===== src/rtl/alu_seq_pkg.sv =====
// Shared types and op-class tables for the 65C02 ALU sequencer and instruction decode.
package alu_seq_pkg;

    typedef enum logic [3:0] {
        OP_AND = 4'h0,
        OP_ORA = 4'h1,
        OP_EOR = 4'h2,
        OP_ADC = 4'h3,
        OP_SBC = 4'h4,
        OP_ASL = 4'h5,
        OP_LSR = 4'h6,
        OP_ROL = 4'h7,
        OP_ROR = 4'h8,
        OP_BIT = 4'h9,
        OP_CMP = 4'hA,
        OP_TSB = 4'hB,
        OP_TRB = 4'hC,
        OP_D2B = 4'hD,
        OP_B2D = 4'hE
    } alu_op_e;

    typedef enum logic [2:0] {
        IDLE,
        LOAD,
        D2B,
        EXEC,
        WAIT_PSR,
        ACK,
        B2D,
        ABORT
    } seq_state_e;

    // One bit per op code; bit n set means op n belongs to the class.
    localparam logic [15:0] ACC_OPS     = 16'h001F;
    localparam logic [15:0] RMW_OPS     = 16'h19E0;
    localparam logic [15:0] FLAG_OPS    = 16'h0600;
    localparam logic [15:0] ARITH_OPS   = 16'h0018;
    localparam logic [15:0] ILLEGAL_OPS = 16'hE000;

endpackage


===== src/rtl/alu_sequencer_if.sv =====
// Request/ALU-control bundle between instruction decode, the sequencer and the ALU.
interface alu_sequencer_if;
    logic       start;
    logic [3:0] op;
    logic       d_decimal;
    logic       psr_update_request;
    logic       busy;
    logic       done;
    logic       err;
    logic       instruction_decode_in;
    logic       acc_to_alu_xfer;
    logic       compute_step;
    logic [3:0] operation_select;
    logic       ack_update_request;
    logic       acc_we;
    logic       mem_we;

    modport master (
        output start, op, d_decimal, psr_update_request,
        input  busy, done, err, instruction_decode_in, acc_to_alu_xfer,
               compute_step, operation_select, ack_update_request, acc_we, mem_we
    );

    modport slave (
        input  start, op, d_decimal, psr_update_request,
        output busy, done, err, instruction_decode_in, acc_to_alu_xfer,
               compute_step, operation_select, ack_update_request, acc_we, mem_we
    );
endinterface


===== src/rtl/alu_sequencer_op_class.sv =====
// Combinational op-code classifier, shared by the sequencer and instruction decode.
module alu_op_class
    import alu_seq_pkg::*;
(
    input  logic [3:0] op,
    output logic       is_acc,
    output logic       is_rmw,
    output logic       is_flag,
    output logic       is_illegal,
    output logic       is_arith
);

    logic [15:0] op_onehot;

    genvar gi;
    generate
        for (gi = 0; gi < 16; gi++) begin : g_decode
            assign op_onehot[gi] = (op == 4'(gi));
        end
    endgenerate

    assign is_acc     = |(op_onehot & ACC_OPS);
    assign is_rmw     = |(op_onehot & RMW_OPS);
    assign is_flag    = |(op_onehot & FLAG_OPS);
    assign is_illegal = |(op_onehot & ILLEGAL_OPS);
    assign is_arith   = |(op_onehot & ARITH_OPS);

endmodule


===== src/rtl/alu_sequencer.sv =====
// Cycle-level ALU controller: load, optional BCD passes, compute, PSR handshake with
// bounded wait, and writeback strobes. Outputs decode only registered state.
module alu_sequencer
    import alu_seq_pkg::*;
#(
    parameter int unsigned PSR_TIMEOUT = 15
) (
    input  logic            fclk,
    input  logic            resb,
    alu_sequencer_if.slave  bus
);

    localparam int unsigned    CNT_W    = (PSR_TIMEOUT < 1) ? 1 : $clog2(PSR_TIMEOUT + 1);
    localparam logic [CNT_W-1:0] CNT_LAST = CNT_W'(PSR_TIMEOUT);

    seq_state_e       state_reg, state_next;
    logic [CNT_W-1:0] cnt_reg, cnt_next;
    alu_op_e          op_reg, op_next;
    logic             dec_reg, dec_next;
    logic             acc_reg, acc_next;
    logic             rmw_reg, rmw_next;
    logic             bad_op_reg, bad_op_next;

    logic cls_acc, cls_rmw, cls_flag, cls_illegal, cls_arith;

    alu_op_class u_op_class (
        .op         (bus.op),
        .is_acc     (cls_acc),
        .is_rmw     (cls_rmw),
        .is_flag    (cls_flag),
        .is_illegal (cls_illegal),
        .is_arith   (cls_arith)
    );

    always_ff @(posedge fclk or negedge resb) begin
        if (!resb) begin
            state_reg  <= IDLE;
            cnt_reg    <= '0;
            op_reg     <= OP_AND;
            dec_reg    <= 1'b0;
            acc_reg    <= 1'b0;
            rmw_reg    <= 1'b0;
            bad_op_reg <= 1'b0;
        end else begin
            state_reg  <= state_next;
            cnt_reg    <= cnt_next;
            op_reg     <= op_next;
            dec_reg    <= dec_next;
            acc_reg    <= acc_next;
            rmw_reg    <= rmw_next;
            bad_op_reg <= bad_op_next;
        end
    end

    always_comb begin
        state_next  = state_reg;
        cnt_next    = cnt_reg;
        op_next     = op_reg;
        dec_next    = dec_reg;
        acc_next    = acc_reg;
        rmw_next    = rmw_reg;
        bad_op_next = 1'b0;
        case (state_reg)
            IDLE: begin
                if (bus.start) begin
                    // Anything the classifier does not place in a class is rejected.
                    if (cls_illegal || !(cls_acc || cls_rmw || cls_flag)) begin
                        bad_op_next = 1'b1;
                    end else begin
                        op_next    = alu_op_e'(bus.op);
                        dec_next   = bus.d_decimal & cls_arith;
                        acc_next   = cls_acc;
                        rmw_next   = cls_rmw;
                        state_next = LOAD;
                    end
                end
            end
            LOAD:     state_next = dec_reg ? D2B : EXEC;
            D2B:      state_next = EXEC;
            EXEC: begin
                cnt_next   = '0;
                state_next = WAIT_PSR;
            end
            WAIT_PSR: begin
                if (bus.psr_update_request) begin
                    state_next = ACK;
                end else if (cnt_reg == CNT_LAST) begin
                    state_next = ABORT;
                end else begin
                    cnt_next = cnt_reg + CNT_W'(1);
                end
            end
            ACK:      state_next = dec_reg ? B2D : IDLE;
            B2D:      state_next = IDLE;
            ABORT:    state_next = IDLE;
            default:  state_next = IDLE;
        endcase
    end

    always_comb begin
        bus.busy                  = (state_reg != IDLE);
        bus.done                  = 1'b0;
        bus.err                   = bad_op_reg;
        bus.instruction_decode_in = 1'b0;
        bus.acc_to_alu_xfer       = 1'b0;
        bus.compute_step          = 1'b0;
        bus.operation_select      = op_reg;
        bus.ack_update_request    = 1'b0;
        bus.acc_we                = 1'b0;
        bus.mem_we                = 1'b0;
        case (state_reg)
            LOAD: begin
                bus.instruction_decode_in = 1'b1;
                bus.acc_to_alu_xfer       = 1'b1;
            end
            D2B: begin
                bus.compute_step     = 1'b1;
                bus.operation_select = OP_D2B;
            end
            EXEC: bus.compute_step = 1'b1;
            ACK: begin
                bus.ack_update_request = 1'b1;
                // Decimal ops defer completion and writeback to the B2D pass.
                if (!dec_reg) begin
                    bus.done   = 1'b1;
                    bus.acc_we = acc_reg;
                    bus.mem_we = rmw_reg;
                end
            end
            B2D: begin
                bus.compute_step     = 1'b1;
                bus.operation_select = OP_B2D;
                bus.acc_we           = 1'b1;
                bus.done             = 1'b1;
            end
            ABORT: begin
                bus.err  = 1'b1;
                bus.done = 1'b1;
            end
            default: ;
        endcase
    end

endmodule


===== src/flat_wrapper.sv =====
// flat-port wrapper written by rule: the top's interface ports become plain ports
module alu_sequencer_flat import alu_seq_pkg::*;
#(
    parameter int unsigned PSR_TIMEOUT = 15
)
  (fclk, resb, bus_start, bus_op, bus_d_decimal, bus_psr_update_request, bus_busy, bus_done, bus_err, bus_instruction_decode_in, bus_acc_to_alu_xfer, bus_compute_step, bus_operation_select, bus_ack_update_request, bus_acc_we, bus_mem_we);
  alu_sequencer_if bus_i ();
  input  logic fclk;
  input  logic resb;
  input wire logic [$bits(bus_i.start)-1:0] bus_start;
  input wire logic [$bits(bus_i.op)-1:0] bus_op;
  input wire logic [$bits(bus_i.d_decimal)-1:0] bus_d_decimal;
  input wire logic [$bits(bus_i.psr_update_request)-1:0] bus_psr_update_request;
  output wire logic [$bits(bus_i.busy)-1:0] bus_busy;
  output wire logic [$bits(bus_i.done)-1:0] bus_done;
  output wire logic [$bits(bus_i.err)-1:0] bus_err;
  output wire logic [$bits(bus_i.instruction_decode_in)-1:0] bus_instruction_decode_in;
  output wire logic [$bits(bus_i.acc_to_alu_xfer)-1:0] bus_acc_to_alu_xfer;
  output wire logic [$bits(bus_i.compute_step)-1:0] bus_compute_step;
  output wire logic [$bits(bus_i.operation_select)-1:0] bus_operation_select;
  output wire logic [$bits(bus_i.ack_update_request)-1:0] bus_ack_update_request;
  output wire logic [$bits(bus_i.acc_we)-1:0] bus_acc_we;
  output wire logic [$bits(bus_i.mem_we)-1:0] bus_mem_we;
  assign bus_i.start = bus_start;
  assign bus_i.op = bus_op;
  assign bus_i.d_decimal = bus_d_decimal;
  assign bus_i.psr_update_request = bus_psr_update_request;
  assign bus_busy = bus_i.busy;
  assign bus_done = bus_i.done;
  assign bus_err = bus_i.err;
  assign bus_instruction_decode_in = bus_i.instruction_decode_in;
  assign bus_acc_to_alu_xfer = bus_i.acc_to_alu_xfer;
  assign bus_compute_step = bus_i.compute_step;
  assign bus_operation_select = bus_i.operation_select;
  assign bus_ack_update_request = bus_i.ack_update_request;
  assign bus_acc_we = bus_i.acc_we;
  assign bus_mem_we = bus_i.mem_we;
  alu_sequencer #(.PSR_TIMEOUT(PSR_TIMEOUT)) u_core (.fclk(fclk), .resb(resb), .bus(bus_i));
endmodule

===== config.mk =====
export PLATFORM = sky130hd
export DESIGN_NAME = alu_sequencer_flat
export DESIGN_NICKNAME = d
export VERILOG_FILES = /design/src/rtl/alu_seq_pkg.sv /design/src/rtl/alu_sequencer_if.sv /design/src/rtl/alu_sequencer_op_class.sv /design/src/rtl/alu_sequencer.sv /design/src/flat_wrapper.sv
export SDC_FILE = /design/constraint.sdc
export NUM_CORES = 1
export LEC_CHECK = 0
export ABC_AREA = 1
export CORE_MARGIN = 2
export CORE_UTILIZATION = 40
export DETAILED_ROUTE_END_ITERATION = 16
export PLACE_DENSITY = 0.72
export SYNTH_ARGS = -nofsm -noshare
export SYNTH_HDL_FRONTEND = slang
export SYNTH_SLANG_ARGS = --single-unit

===== constraint.sdc =====
create_clock -name fclk -period 3.7 [get_ports fclk]
set_input_delay 0.925 -clock fclk [delete_from_list [all_inputs] [get_ports fclk]]
set_output_delay 0.925 -clock fclk [all_outputs]
set_load 0.05 [all_outputs]

# ---- Yosys cells after proc, flatten, opt, wreduce, memory -nomap -nowiden
# Index checks and enable logic that the tools add are counted.
dict set report classes {
  n_addsub 1
  reduce_logical 18
  bitwise_logic 2
  mux 24
  eq_ne 28
}
# cell count
set ops {}
lappend ops {{$eq 4x4->1 const B} 9}
lappend ops {{$pmux 3 s7} 1}
lappend ops {{$eq 4x3->1 const B} 4}
lappend ops {{$pmux 4 s2} 2}
lappend ops {{$mux 3} 5}
lappend ops {{$eq 3x3->1 const B} 4}
lappend ops {{$mux 1} 12}
lappend ops {{$reduce_and 3->1} 3}
lappend ops {{$eq 4x2->1 const B} 2}
lappend ops {{$mux 4} 2}
lappend ops {{$ne 2x2->1 const B} 4}
lappend ops {{$eq 3x2->1 const B} 2}
lappend ops {{$reduce_or 2->1} 3}
lappend ops {{$reduce_or 3->1} 2}
lappend ops {{$reduce_or 6->1} 1}
lappend ops {{$reduce_or 5->1} 1}
lappend ops {{$add 4x1->4 const B} 1}
lappend ops {{$eq 4x1->1 const B} 1}
lappend ops {{$logic_not 4->1} 1}
lappend ops {{$pmux 1 s2} 2}
lappend ops {{$eq 3x1->1 const B} 1}
lappend ops {{$logic_not 3->1} 1}
lappend ops {{$logic_or 1x1->1} 3}
lappend ops {{$ne 3x2->1 const B} 1}
lappend ops {{other kinds (5)} 5}
dict set report totals {
  word_cells 80
  out_inout_bits 13
  register_bits 15
  in_bits 9
}

# ---- Longest topological paths before layout
dict set report depth {
  word_depth 9
  ltp_mapped 8
  depth_no_buf 7
}

# ---- Cells and area by module
# Synthesis repeated with hierarchy kept, for this count alone.
dict set report unflattened {
  hier_cells 141
  area_unflattened_um2 979.7
}
# mod seq_area_each_um2 cells_each n_inst area_each_um2
set by_module_without_submodules {}
lappend by_module_without_submodules {alu_sequencer 375.4 119 1 893.4}
lappend by_module_without_submodules {alu_op_class 0.0 22 1 86.3}

# ---- Worst setup path before layout
# Ideal clock, no wire load.
dict set report synth_path {
  path_type {register to output}
  from {reg u_core.state_reg[1]}
  to {out bus_acc_we}
  setup_slack_ns 0.618
  required_ns 2.775
  path_buffers 0
  stages_incl_launch_ff 4
  t_arrival_ns 2.157
  path_cell_list {dfrtp_1 -> nor3_2 -> nand2_1 -> o21ai_1}
}
dict set report synth_via {
  elab_chain_cells 2
  elab_cells_between_ends 3
}
# element line_no
set synth_rtl {}
lappend synth_rtl {{start: declaration} alu_sequencer.sv:16} ;# seq_state_e state_reg, state_next;
lappend synth_rtl {{start signal: assignment} alu_sequencer.sv:45} ;# state_reg <= state_next;
lappend synth_rtl {{$eq 3x3->1} alu_sequencer.sv:111} ;# case (state_reg)
lappend synth_rtl {{$pmux 1 s2 (*)} alu_sequencer.sv:111}
lappend synth_rtl {{end: declaration} flat_wrapper.sv:22} ;# output wire logic [$bits(bus_i.acc_we)-1:0] bus_acc_we;
# Every way passes the cells marked *; elsewhere a longest branch is shown, timed or not.

# ---- Final worst setup path
dict set report layout_path {
  from {reg u_core.state_reg[2]}
  to {out bus_acc_we}
}
# Same word-level chain as after synthesis.

==> impl_metrics.tcl <==
set metrics [dict create \
    antenna_found_initial 0 \
    synth_seq_cells 15 \
    slew_viol_final 0 \
    path_cells "inv_2 -> nor3_2 -> nand2_1 -> o21ai_1 -> clkdlybuf4s50_1" \
    setup_viol 0 \
    grt_pass1_wl_um 3201 \
    grt_max_degree 16 \
    clk_pin_slew_ns 0.08 \
    syn2layout_area_growth_pct 25.37 \
    whs_endpoint "u_core.op_reg[3]" \
    final_nets 160 \
    hold_violations 0 \
    seq_area_um2 375.4 \
    holdPathStages 2 \
    drcViolationCount 0 \
    period_needed_ns 3.094 \
    place_inst 173 \
    die-area_um2 2733 \
    fp.dieH_um 52.28 \
    ys_seq_area_share_pct 40.27 \
    initial_utilization_pct 42.14 \
    p_seq_share_pct 26.7 \
    regToRegEndpoint "u_core.dec_reg" \
    vdd_drop_max_mv 0.4186 \
    ys_top_cells_by_area "dfrtp_1 (40%), nand2_1 (14%), inv_1 (6.0%), nand3_1 (5.9%), nor2_1 (3.6%)" \
    yosysWarnings 0 \
    cts-root-buf "clkbuf_4" \
    cts_setup_buffers 0 \
    vias 820 \
    reg2reg_slack_ns 2.27 \
    cts_tree "done" \
    cp.arrival_ns 2.17 \
    worst_pin_slew_ns 0.6698 \
    slowest_stage "clkdlybuf4s50_1" \
    core-area_um2 2212 \
    grt.overflow.total 0 \
    grt_pass1_vias 762 \
    netlist.area_leader.share_pct 40.27 \
    htreeDepth 1 \
    drv_cap 0 \
    fmax_mhz 323.2 \
    detail-route-antenna-nets 0 \
    via_per_inst 4.633 \
    ctsHoldBuffers 0 \
    fin_util_pct 52.83 \
    drive_above_1_share_pct 14.77 \
    stdcell_count 177 \
    clkPwrFrac_pct 8.3 \
    worstHoldPathType "reg -> reg" \
    cts_sinks 15 \
    start_kind "flop" \
    grt_util_all_layers_pct 16.27 \
    slew_headroom_pct 55.21 \
    cts_buffers 3 \
    postSynthAreaPerCell_um2 7.282 \
    die_x_um 52.28 \
    clock_skew_ns 0.003226 \
    status "complete, no violations" \
    synthesis.nets 138 \
    drt_iter0_markers 12 \
    synth_cell_types 24 \
    rsz0062_at_grt "false" \
    ctsResizeCount 0 \
    final_common_cell "nand2_1" \
    tns_ns 0 \
    place_hpwl_um 1554 \
    worst_hold_slack_ns 0.5278 \
    r2r_cells 5 \
    wl_per_cell_um 10.46 \
    netlist_area_um2 932.1 \
    pwr_density_cell_nw_per_um2 925.8 \
    critical_path_required_ns 2.77 \
    clk_latency_ns 0.27 \
    crit_type "reg -> out" \
    end_kind "output port" \
    syn_inst 128 \
    cpPeakStageDelay_ns 0.82 \
    crit_fanout 8 \
    power_frac_comb_pct 65.0 \
    floorplan.rows 17 \
    drtPass1Iterations 4 \
    p_int_w 0.0004923 \
    final_cell_mix "nand2_1 (35), clkdlybuf4s50_1 (21), inv_1 (15), dfrtp_1 (15), nand3_1 (11)" \
    timing.rr.start "u_core.state_reg[0]" \
    diodes 0 \
    multi_input_area_um2 450.4 \
    cts_buffer_depth 2 \
    sw_frac_of_total_pct 54.50 \
    wirelength_um 1852 \
    switchingPower_w 0.0005896 \
    yosysTopAreaCell "dfrtp_1" \
    fin_crit_sh_pct 83.62 \
    gp_congestion 0.9429 \
    power.total_w 0.001082 \
    pin_count 22 \
    p_leak_nw 0.5630 \
    hold_start "u_core.op_reg[3]" \
    io_buffers 21 \
    fillers 225 \
]
==> worst max-delay path by stage <==
stage                      end  cells past startpoint           startpoint
finish              bus_acc_we                      5  u_core.state_reg[2]
detailed placement  bus_acc_we                      5  u_core.state_reg[2]
global route        bus_acc_we                      5  u_core.state_reg[2]
CTS                 bus_acc_we                      5  u_core.state_reg[2]
floorplan           bus_acc_we                      3  u_core.state_reg[1]
global placement    bus_acc_we                      5  u_core.state_reg[2]
==> worst max-delay path, delay by kind of cell, from the launching register on <==
kind            cells  cell delay (ns)
flops               1             0.51
buf+inv             2             0.94
compound gates      1             0.14
simple gates        2             0.30
==> area by class of cell <==
| class | count | share of cell area (%) |
|---|---|---|
| timing repair buffer | 21 | 17.99 |
| tap | 28 | 2.998 |
| multi-input combinational | 90 | 38.54 |
| inverter | 19 | 6.103 |
| sequential | 15 | 32.12 |
| clock buffer | 4 | 2.248 |
==> layer usage <==
layer / global-route usage [%] / part of all wire, % / up-vias
li1: - / - / 440
met4: 8.120 / 2.3 / 0
met3: 3.429 / 3.1 / 4
met5: 0 / 0 / -
met1: 19.89 / 47 / 357
met2: 27.00 / 47 / 19
==> power groups by stage <==
stage | combinational, W | clock, W | sequential, W
after floorplan | 0.000556 | 0 | 0.000259
after global placement | 0.000706 | 0 | 0.000287
after detailed placement | 0.000710 | 0 | 0.000292
after CTS | 0.000711 | 0.0000920 | 0.000288
after global routing | 0.000767 | 0.000101 | 0.000297
final | 0.000704 | 0.0000893 | 0.000289
==> synth_stat cells <==
cell	n
nor2_4	2
nand2_2	5
nand4_1	1
nor3_1	2
o21ai_1	5
o21ai_0	5
nand3_2	1
o21ai_2	3
buf_2	1
buf_6	2
nor3_2	1
nand2_1	35
ha_1	1
nand3_1	11
nor2_2	3
or2_0	1
or2_2	1
clkinv_1	1
inv_2	3
buf_4	1
a21oi_1	4
dfrtp_1	15
inv_1	15
nor2_1	9
==> kinds of logic after synthesis <==
logic type / synth area share [%]
AOI/OAI and AO/OA: 10.34
and+or+nand+nor: 36.65
adders and majority gates: 1.342
DFF: 40.27
buffers and inverters: 11.41
==> per-stage QoR <==
stage          worst slack [ns]  instance area (µm²)
6_report                 0.6060                 1169
5_1_grt                  0.4714                 1169
4_1_cts                  0.6134                 1169
3_5_place_dp             0.9271                 1142
3_3_place_gp             0.9718                 1142
2_1_floorplan            0.6182                932.1
(Power assumes the default switching activity.)
